[src/rtl/mul_pkg.sv]
// Shared constants for the pipelined Wallace-tree multiplier.
// Default operand widths and pipeline latency are defined here.
package mul_pkg;

    localparam int MUL_WA_DEFAULT = 24;
    localparam int MUL_WB_DEFAULT = 28;
    localparam int MUL_LATENCY    = 2;

endpackage

[src/rtl/wallace_csa_tree.sv]
// Combinational sign-aware partial-product generation and Wallace 3:2 reduction
// down to a carry-save (sum, carry) pair of width WA+WB.
module wallace_csa_tree
    import mul_pkg::*;
#(
    parameter int WA = MUL_WA_DEFAULT,
    parameter int WB = MUL_WB_DEFAULT
) (
    input  logic [WA-1:0]    a,
    input  logic [WB-1:0]    b,
    input  logic             sgn,
    output logic [WA+WB-1:0] sum,
    output logic [WA+WB-1:0] carry
);

    localparam int W  = WA + WB;
    localparam int NR = WB + 1;
    localparam int NP = NR + 2;

    logic [W-1:0] a_ext_s;
    logic         neg_msb_s;
    logic [W-1:0] pp_s [NP];

    function automatic logic [W-1:0] csa_sum(input logic [W-1:0] x, input logic [W-1:0] y,
                                             input logic [W-1:0] z);
        return x ^ y ^ z;
    endfunction

    function automatic logic [W-1:0] csa_carry(input logic [W-1:0] x, input logic [W-1:0] y,
                                               input logic [W-1:0] z);
        return ((x & y) | (x & z) | (y & z)) << 1;
    endfunction

    // Partial products; a signed multiplier MSB has negative weight, so that row is
    // added as its one's complement plus a +1 correction row.
    always_comb begin
        a_ext_s   = {{WB{sgn & a[WA-1]}}, a};
        neg_msb_s = sgn & b[WB-1];
        for (int j = 0; j < NP; j++) begin
            pp_s[j] = '0;
        end
        for (int j = 0; j < WB - 1; j++) begin
            pp_s[j] = b[j] ? (a_ext_s << j) : '0;
        end
        if (neg_msb_s) begin
            pp_s[WB-1] = ~(a_ext_s << (WB - 1));
            pp_s[WB]   = {{(W-1){1'b0}}, 1'b1};
        end else begin
            pp_s[WB-1] = b[WB-1] ? (a_ext_s << (WB - 1)) : '0;
            pp_s[WB]   = '0;
        end
    end

    // Wallace levels: each level compresses every full group of three rows into two and
    // passes the leftover rows through until only two remain.
    always_comb begin : reduce
        logic [W-1:0] cur [NP];
        logic [W-1:0] nxt [NP];
        int           cnt;
        int           grp;
        int           rem;
        cur = pp_s;
        cnt = NR;
        grp = 0;
        rem = 0;
        for (int lvl = 0; lvl < NR; lvl++) begin
            nxt = '{default: '0};
            grp = cnt / 3;
            rem = cnt % 3;
            for (int g = 0; g < NR / 3; g++) begin
                nxt[2*g]   = (g < grp) ? csa_sum(cur[3*g], cur[3*g+1], cur[3*g+2]) : '0;
                nxt[2*g+1] = (g < grp) ? csa_carry(cur[3*g], cur[3*g+1], cur[3*g+2]) : '0;
            end
            for (int k = 0; k < 2; k++) begin
                nxt[2*grp+k] = (k < rem) ? cur[3*grp+k] : nxt[2*grp+k];
            end
            cur = nxt;
            cnt = 2 * grp + rem;
        end
        sum   = cur[0];
        carry = cur[1];
    end

endmodule

[src/rtl/wallace_mul_pipe.sv]
// Two-stage pipelined multiplier: S1 holds the carry-save pair, S2 the final product.
// Valid/ready flow control with bubble collapse; tag travels with each operation.
module wallace_mul_pipe
    import mul_pkg::*;
#(
    parameter int WA = MUL_WA_DEFAULT,
    parameter int WB = MUL_WB_DEFAULT,
    parameter int TW = 4
) (
    input  logic             clk,
    input  logic             rst,
    input  logic             in_valid,
    output logic             in_ready,
    input  logic [WA-1:0]    a,
    input  logic [WB-1:0]    b,
    input  logic             sgn,
    input  logic [TW-1:0]    tag_in,
    output logic             out_valid,
    input  logic             out_ready,
    output logic [WA+WB-1:0] z,
    output logic [TW-1:0]    tag_out
);

    localparam int W = WA + WB;

    logic          en1_s;
    logic          en2_s;
    logic [W-1:0]  sum_s;
    logic [W-1:0]  carry_s;
    logic          v1_r;
    logic [W-1:0]  s1_sum_r;
    logic [W-1:0]  s1_carry_r;
    logic [TW-1:0] s1_tag_r;
    logic          v2_r;
    logic [W-1:0]  z_r;
    logic [TW-1:0] tag_r;

    wallace_csa_tree #(
        .WA (WA),
        .WB (WB)
    ) u_csa_tree (
        .a     (a),
        .b     (b),
        .sgn   (sgn),
        .sum   (sum_s),
        .carry (carry_s)
    );

    // Stage enables: a stage advances when empty or when the stage after it advances.
    always_comb begin
        en2_s = ~v2_r | out_ready;
        en1_s = ~v1_r | en2_s;
    end

    assign in_ready  = en1_s;
    assign out_valid = v2_r;
    assign z         = z_r;
    assign tag_out   = tag_r;

    // S1: capture carry-save pair; data registers only load with a real operation.
    always_ff @(posedge clk) begin
        if (rst) begin
            v1_r       <= 1'b0;
            s1_sum_r   <= '0;
            s1_carry_r <= '0;
            s1_tag_r   <= '0;
        end else if (en1_s) begin
            v1_r <= in_valid;
            if (in_valid) begin
                s1_sum_r   <= sum_s;
                s1_carry_r <= carry_s;
                s1_tag_r   <= tag_in;
            end
        end
    end

    // S2: final carry-propagate add; the carry-out beyond W bits is dropped.
    always_ff @(posedge clk) begin
        if (rst) begin
            v2_r  <= 1'b0;
            z_r   <= '0;
            tag_r <= '0;
        end else if (en2_s) begin
            v2_r <= v1_r;
            if (v1_r) begin
                z_r   <= s1_sum_r + s1_carry_r;
                tag_r <= s1_tag_r;
            end
        end
    end

endmodule

[config.mk]
export PLATFORM = sky130hd
export DESIGN_NAME = wallace_mul_pipe
export DESIGN_NICKNAME = d
export VERILOG_FILES = /design/src/rtl/mul_pkg.sv /design/src/rtl/wallace_csa_tree.sv /design/src/rtl/wallace_mul_pipe.sv
export SDC_FILE = /design/constraint.sdc
export NUM_CORES = 2
export LEC_CHECK = 0
export BUFFER_PORTS_ARGS = -buffer_cell sky130_fd_sc_hd__buf_2
export CORE_ASPECT_RATIO = 1.75
export CORE_MARGIN = 2
export CORE_UTILIZATION = 66
export DETAILED_ROUTE_END_ITERATION = 6
export PLACE_DENSITY_LB_ADDON = 0.3
export SLEW_MARGIN = 40
export SYNTH_ARGS = -nofsm -noshare
export SYNTH_HDL_FRONTEND = slang
export SYNTH_SLANG_ARGS = --single-unit
[constraint.sdc]
create_clock -name clk -period 8.7 [get_ports clk]
set_clock_uncertainty 0.1 [all_clocks]
set_input_delay 1.305 -clock clk [delete_from_list [all_inputs] [get_ports clk]]
set_output_delay 1.305 -clock clk [all_outputs]
set_load 0.05 [all_outputs]
# After elaboration in Yosys (flattened, before gate mapping)
# Cells that the tools add are included.
dict set report word_totals {
  regBits 165
  input_bits 61
  out_inout_bits 58
  elab_cells 235
}
dict set report op_classes {
  add_sub_neg 1
  n_mux 29
  bitwise_logic 196
  n_reduce_logical 2
}
# op count
set ops {}
lappend ops {{$and A51 B51 Y51} 81}
lappend ops {{$xor A52 B52 Y52} 54}
lappend ops {{$or A51 B51 Y51} 54}
lappend ops {{$mux W52} 28}
lappend ops {{$mux W104} 1}
lappend ops {{$add A52 B52 Y52} 1}
lappend ops {{$not A52 Y52} 1}
lappend ops {{$reduce_and A2 Y1} 2}
lappend ops {{$and A1 B1 Y1} 2}
lappend ops {{$not A1 Y1} 2}
lappend ops {{$or A1 B1 Y1} 2}

# Logic depth before layout (Yosys ltp)
dict set report logic_depth {
  ltp_word 26
  depth_mapped 22
  ltp_nobuf 20
}

# By module
# A second synthesis with hierarchy kept.
dict set report hier_totals {
  hier_cells 3479
  area_unflattened_um2 31754.2
}
# mod instances cells_each area_per_inst_um2 seq_area_each_um2
set by_module_without_submodules {}
lappend by_module_without_submodules {wallace_csa_tree 1 2369 23148.5 0.0}
lappend by_module_without_submodules {wallace_mul_pipe 1 1110 8605.8 3323.2}

# Worst setup path after synthesis
# OpenSTA, ideal clock, no wires.
dict set report synth_path {
  path_kind {input-to-reg}
  from {input port sgn}
  to {register s1_sum_r[51]}
  setup_time_ns 0.086
  arrival_ns 7.214
  required_time_ns 8.514
  path_slack_ns 1.301
  cell_stages 19
  n_path_buf 3
  path_cell_list {clkbuf_1 clkbuf_1 clkbuf_1 and3_1 fa_1 fa_1 inv_1 fa_1 fa_1 inv_1 fa_1 fa_1 fa_1 xnor2_1 xnor2_1 xnor2_1 xnor2_1 xnor2_1 a211oi_1}
}
dict set report synth_between {
  elab_chain_cells 25
  elab_cells_between_ends 216
  classes_between {29 x mux; 187 x bitwise}
}
# item line
set synth_lines {}
lappend synth_lines {{start, declared} wallace_mul_pipe.sv:16} ;# input logic sgn,
lappend synth_lines {{$and A1 B1 Y1} wallace_csa_tree.sv:37} ;# a_ext_s = {{WB{sgn & a[WA-1]}}, a};
lappend synth_lines {{$mux W52} wallace_csa_tree.sv:43} ;# pp_s[j] = b[j] ? (a_ext_s << j) : '0;
lappend synth_lines {{$and A51 B51 Y51} wallace_csa_tree.sv:31} ;# return ((x & y) | (x & z) | (y & z)) << 1;
lappend synth_lines {{$or A51 B51 Y51 (2 in a row)} wallace_csa_tree.sv:31}
lappend synth_lines {{$and A51 B51 Y51} wallace_csa_tree.sv:31}
lappend synth_lines {{$or A51 B51 Y51 (2 in a row)} wallace_csa_tree.sv:31}
lappend synth_lines {{$and A51 B51 Y51} wallace_csa_tree.sv:31}
lappend synth_lines {{$or A51 B51 Y51 (2 in a row)} wallace_csa_tree.sv:31}
lappend synth_lines {{$and A51 B51 Y51} wallace_csa_tree.sv:31}
lappend synth_lines {{$or A51 B51 Y51 (2 in a row)} wallace_csa_tree.sv:31}
lappend synth_lines {{$and A51 B51 Y51} wallace_csa_tree.sv:31}
lappend synth_lines {{$or A51 B51 Y51 (2 in a row)} wallace_csa_tree.sv:31}
lappend synth_lines {{$and A51 B51 Y51} wallace_csa_tree.sv:31}
lappend synth_lines {{$or A51 B51 Y51 (2 in a row)} wallace_csa_tree.sv:31}
lappend synth_lines {{$and A51 B51 Y51} wallace_csa_tree.sv:31}
lappend synth_lines {{$or A51 B51 Y51 (2 in a row)} wallace_csa_tree.sv:31}
lappend synth_lines {{$xor A52 B52 Y52 * (2 in a row)} wallace_csa_tree.sv:26} ;# return x ^ y ^ z;
lappend synth_lines {{end signal, assigned} wallace_mul_pipe.sv:70} ;# s1_sum_r <= sum_s;
lappend synth_lines {{end, declared} wallace_mul_pipe.sv:31} ;# logic [W-1:0] s1_sum_r;
# Every way passes the cells marked *; elsewhere a longest branch is shown, timed or not.
# A chain may end at the register's enable or synchronous reset.

# Worst setup path after layout
dict set report layout_path {
  from {input port a[23]}
  to {register s1_sum_r[51]}
}
dict set report layout_between {
  elab_chain_cells 25
  elab_cells_between_ends 215
  classes_between {29 x mux; 186 x bitwise}
}
# item line
set layout_lines {}
lappend layout_lines {{start, declared} wallace_mul_pipe.sv:14} ;# input logic [WA-1:0] a,
lappend layout_lines {{$and A1 B1 Y1} wallace_csa_tree.sv:37}
lappend layout_lines {{$mux W52} wallace_csa_tree.sv:43}
lappend layout_lines {{$and A51 B51 Y51} wallace_csa_tree.sv:31}
lappend layout_lines {{$or A51 B51 Y51 (2 in a row)} wallace_csa_tree.sv:31}
lappend layout_lines {{$and A51 B51 Y51} wallace_csa_tree.sv:31}
lappend layout_lines {{$or A51 B51 Y51 (2 in a row)} wallace_csa_tree.sv:31}
lappend layout_lines {{$and A51 B51 Y51} wallace_csa_tree.sv:31}
lappend layout_lines {{$or A51 B51 Y51 (2 in a row)} wallace_csa_tree.sv:31}
lappend layout_lines {{$and A51 B51 Y51} wallace_csa_tree.sv:31}
lappend layout_lines {{$or A51 B51 Y51 (2 in a row)} wallace_csa_tree.sv:31}
lappend layout_lines {{$and A51 B51 Y51} wallace_csa_tree.sv:31}
lappend layout_lines {{$or A51 B51 Y51 (2 in a row)} wallace_csa_tree.sv:31}
lappend layout_lines {{$and A51 B51 Y51} wallace_csa_tree.sv:31}
lappend layout_lines {{$or A51 B51 Y51 (2 in a row)} wallace_csa_tree.sv:31}
lappend layout_lines {{$and A51 B51 Y51} wallace_csa_tree.sv:31}
lappend layout_lines {{$or A51 B51 Y51 (2 in a row)} wallace_csa_tree.sv:31}
lappend layout_lines {{$xor A52 B52 Y52 * (2 in a row)} wallace_csa_tree.sv:26}
# Marks and branches as above.

==> impl_metrics.tcl <==
set metrics [dict create \
    worstHoldPathType "reg -> reg" \
    tritoncts.num_buffers 17 \
    cts_max_path_buffers 2 \
    yosys.cell_types.count 69 \
    synth_top_cell_by_area "fa_1" \
    synthesis.yosys.warnings 0 \
    timing.critical_path.buf_inv 2 \
    detailedRoute.firstPassIterationCount 5 \
    timing_worst_setup_path_type "in -> reg" \
    min_period_over_period_pct 83.63 \
    cp_top_family "adder cells" \
    post-cts-setup-buffers 0 \
    viasPerCell 5.753 \
    cts.sinks 164 \
    setup.worst_path.end_class "flop" \
    ioPinCount 119 \
    final_stage_net_count 4306 \
    port-buffer-count 118 \
    ys_seq_elements 164 \
    maxClockFrequency_mhz 137.4 \
    worst_slew_margin_rel_pct 41.65 \
    max_cap_viol_count 0 \
    met3RoutedLength_um 4656 \
    rsz0062_at_grt "false" \
    worstPathArrival_ps 7540 \
    outcome "finished clean" \
    tns_ps 0 \
    dieArea_sq_mm 0.04927 \
    worstMarginPinSlew_ps 873.1 \
    cp_max_fo 18 \
    worst_path_largest_cell_delay_ps 650 \
    synth_edf_count 0 \
    root_buffer "clkbuf_16" \
    top_layer_used "met5" \
    global_placement_routability_congestion 0.9824 \
    post_synth_main_area_contributors "fa_1 45%, dfxtp_1 10%, and2_1 8.1%" \
    post_synthesis_net_count 4367 \
    ant_nets_after_route 0 \
    ctsResizeCount 0 \
    place_hpwl_um 64670 \
    synthesis.instances 3426 \
    area_growth_syn_to_layout_pct 4.260 \
    critical_path.startpoint_type "input pin" \
    core_area_sq_mm 0.04690 \
    dr_wl_met2_um 40920 \
    layout_cell_share_with_drive_strength_beyond_1_pct 5.477 \
    grt_max_degree 107 \
    path_common_cell "xnor2_1" \
    die-height_um 292.1 \
    drt_drc_violations_left 0 \
    report.final.hold_viol_count 0 \
    crit_path_cell_trace "buf_2 > and2_0 > nand2_1 > fa_1 > maj3_1 > xnor2_1 > xnor2_1 > fa_1 > inv_1 > fa_1 > fa_1 > fa_1 > xnor2_1 > xnor2_1 > xnor2_1 > xnor2_1 > xnor2_1 > a211oi_1" \
    grt_usage_pct 33.56 \
    placement_rows 105 \
    routedLengthMet1_um 28360 \
    cp.required_ps 8960 \
    final_max_slew_viol_count 0 \
    cts.htree.levels 4 \
    synth-seq-area-share_pct 10.49 \
    first_pass_grt_wire_length_um 128800 \
    routed-via-count 22850 \
    final_period_minus_worst_setup_slack_ps 7276 \
    clkSlewWorstSetupHoldPaths_ps 70 \
    number_of_antenna_violations_at_the_first_check_in_global_routing 7 \
    ys_dominant_reg_cell "dfxtp_1" \
    ctsHoldBuffers 0 \
    ys_async_sr_fraction_pct 0 \
    worst_path_max_delay_cell "and2_0" \
    drt_first_iter_violations 1419 \
    floorplan.initialDensity_pct 66.76 \
    die-width_um 168.7 \
    synth_top_cell_area_share_pct 45.33 \
    setup_viol 0 \
    mean_routed_wirelength_per_cell_um 19.79 \
    first_global_vias 25554 \
    netlist_area_sq_mm 0.03131 \
    total_congestion_overflow 0 \
    worstSkewPairLatency_ps 450 \
    mean_cell_area_of_the_mapped_netlist_sq_um 9.140 \
    routed_wirelength_um 78590 \
    cts_tree "built" \
]
-- metal layers --
layer	GRT usage (%)	vias to the layer above
met3	4.554	269
met5	0	-
li1	-	10148
met1	38.08	11527
met4	18.69	2
met2	60.60	904
-- stage by stage --
stage / setup WS, ps / hold WS [ps] / cell area (sq um) / util (%) / instances
2_1_floorplan: 1301 / 332.2 / 31310 / - / 3426
3_3_place_gp: 1195 / 334.8 / 31920 / 68.06 / 3930
3_5_place_dp: 969.2 / 341.4 / 32020 / 68.27 / 3934
4_1_cts: 1434 / 350.5 / 32630 / 69.57 / 3966
5_1_grt: 1027 / 372.6 / 32640 / 69.60 / 3971
6_report: 1424 / 343.7 / 32650 / 69.61 / 3972
-- worst paths after layout --
check	end	startpoint	slack, ps	cells after the start
max	s1_sum_r[51]$_SDFFE_PP0P_	a[23]	1420	18
min	z[50]$_SDFFE_PP0P_	z[50]$_SDFFE_PP0P_	340	2
max reg2reg	z[40]$_SDFFE_PP0P_	s1_sum_r[15]$_SDFFE_PP0P_	5320	10
min reg2reg	z[50]$_SDFFE_PP0P_	z[50]$_SDFFE_PP0P_	340	2
-- cell type report --
class / instances / area (sq um)
antenna: 6 / 15.01
clock buffer: 17 / 425.4
clock inverter: 15 / 185.2
fill: 3648 / 14250
inverter: 563 / 2113
multi-input combinational: 2491 / 25160
sequential: 164 / 3283
tap: 588 / 735.7
timing repair buffer: 128 / 725.7
-- cell usage after synthesis (7+ instances only) --
| cell type | n |
|---|---|
| nand4_1 | 11 |
| a211oi_1 | 10 |
| xnor2_1 | 69 |
| and2_1 | 406 |
| fa_1 | 709 |
| ha_1 | 171 |
| maj3_1 | 11 |
| nand3_1 | 18 |
| o21bai_1 | 7 |
| clkbuf_1 | 194 |
| nor2b_1 | 9 |
| inv_1 | 562 |
| nor3_1 | 10 |
| nand2_1 | 600 |
| o21ai_1 | 15 |
| and3_1 | 18 |
| a21oi_1 | 190 |
| a21o_1 | 35 |
| dfxtp_1 | 164 |
| xor2_1 | 51 |
| o21ai_0 | 37 |
| buf_1 | 10 |
| nor2_1 | 36 |
-- registers in the layout (all words and copies together), names as in the netlist --
name and count:
s1_sum_r 52, z 52, s1_carry_r 50, s1_tag_r 4, tag_out 4, out_valid 1, v1_r 1
-- worst register-to-register path, cell delays in order, from the launching register on --
cell and delay, ps:
dfxtp_1 320, ha_1 370, a21o_1 230, a221o_1 400
a221o_1 370, a31o_4 260, a22o_1 290, o221ai_2 330
o21bai_1 140, xnor2_1 320, o21ai_1 110
-- kinds of logic after synthesis --
group	share of synthesized area (%)
adders and majority gates	52.55
AOI/OAI and AO/OA	6.809
buffers and inverters	9.258
xor gates and xnor gates	3.357
and+or+nand+nor	17.51
DFF	10.49
muxes	0.03197
-- cells in the final DEF (no fill, tap or decap), types with 7 or more instances in the layout --
master / n
fa_1: 709
nand2_1: 599
inv_1: 561
and2_1: 405
a21oi_1: 190
ha_1: 171
dfxtp_1: 164
buf_2: 117
xnor2_1: 69
xor2_1: 51
o21ai_0: 37
a21o_1: 35
nor2_1: 35
and3_1: 18
nand3_1: 18
clkbuf_16: 17
o21ai_1: 15
maj3_1: 11
nand4_1: 11
nor3_1: 10
a211oi_1: 10
nor2b_1: 8
o21bai_1: 7
buf_4: 7
Power is not shown: default switching activity piles up to over one toggle a cycle in this logic, so the estimate is an artifact.
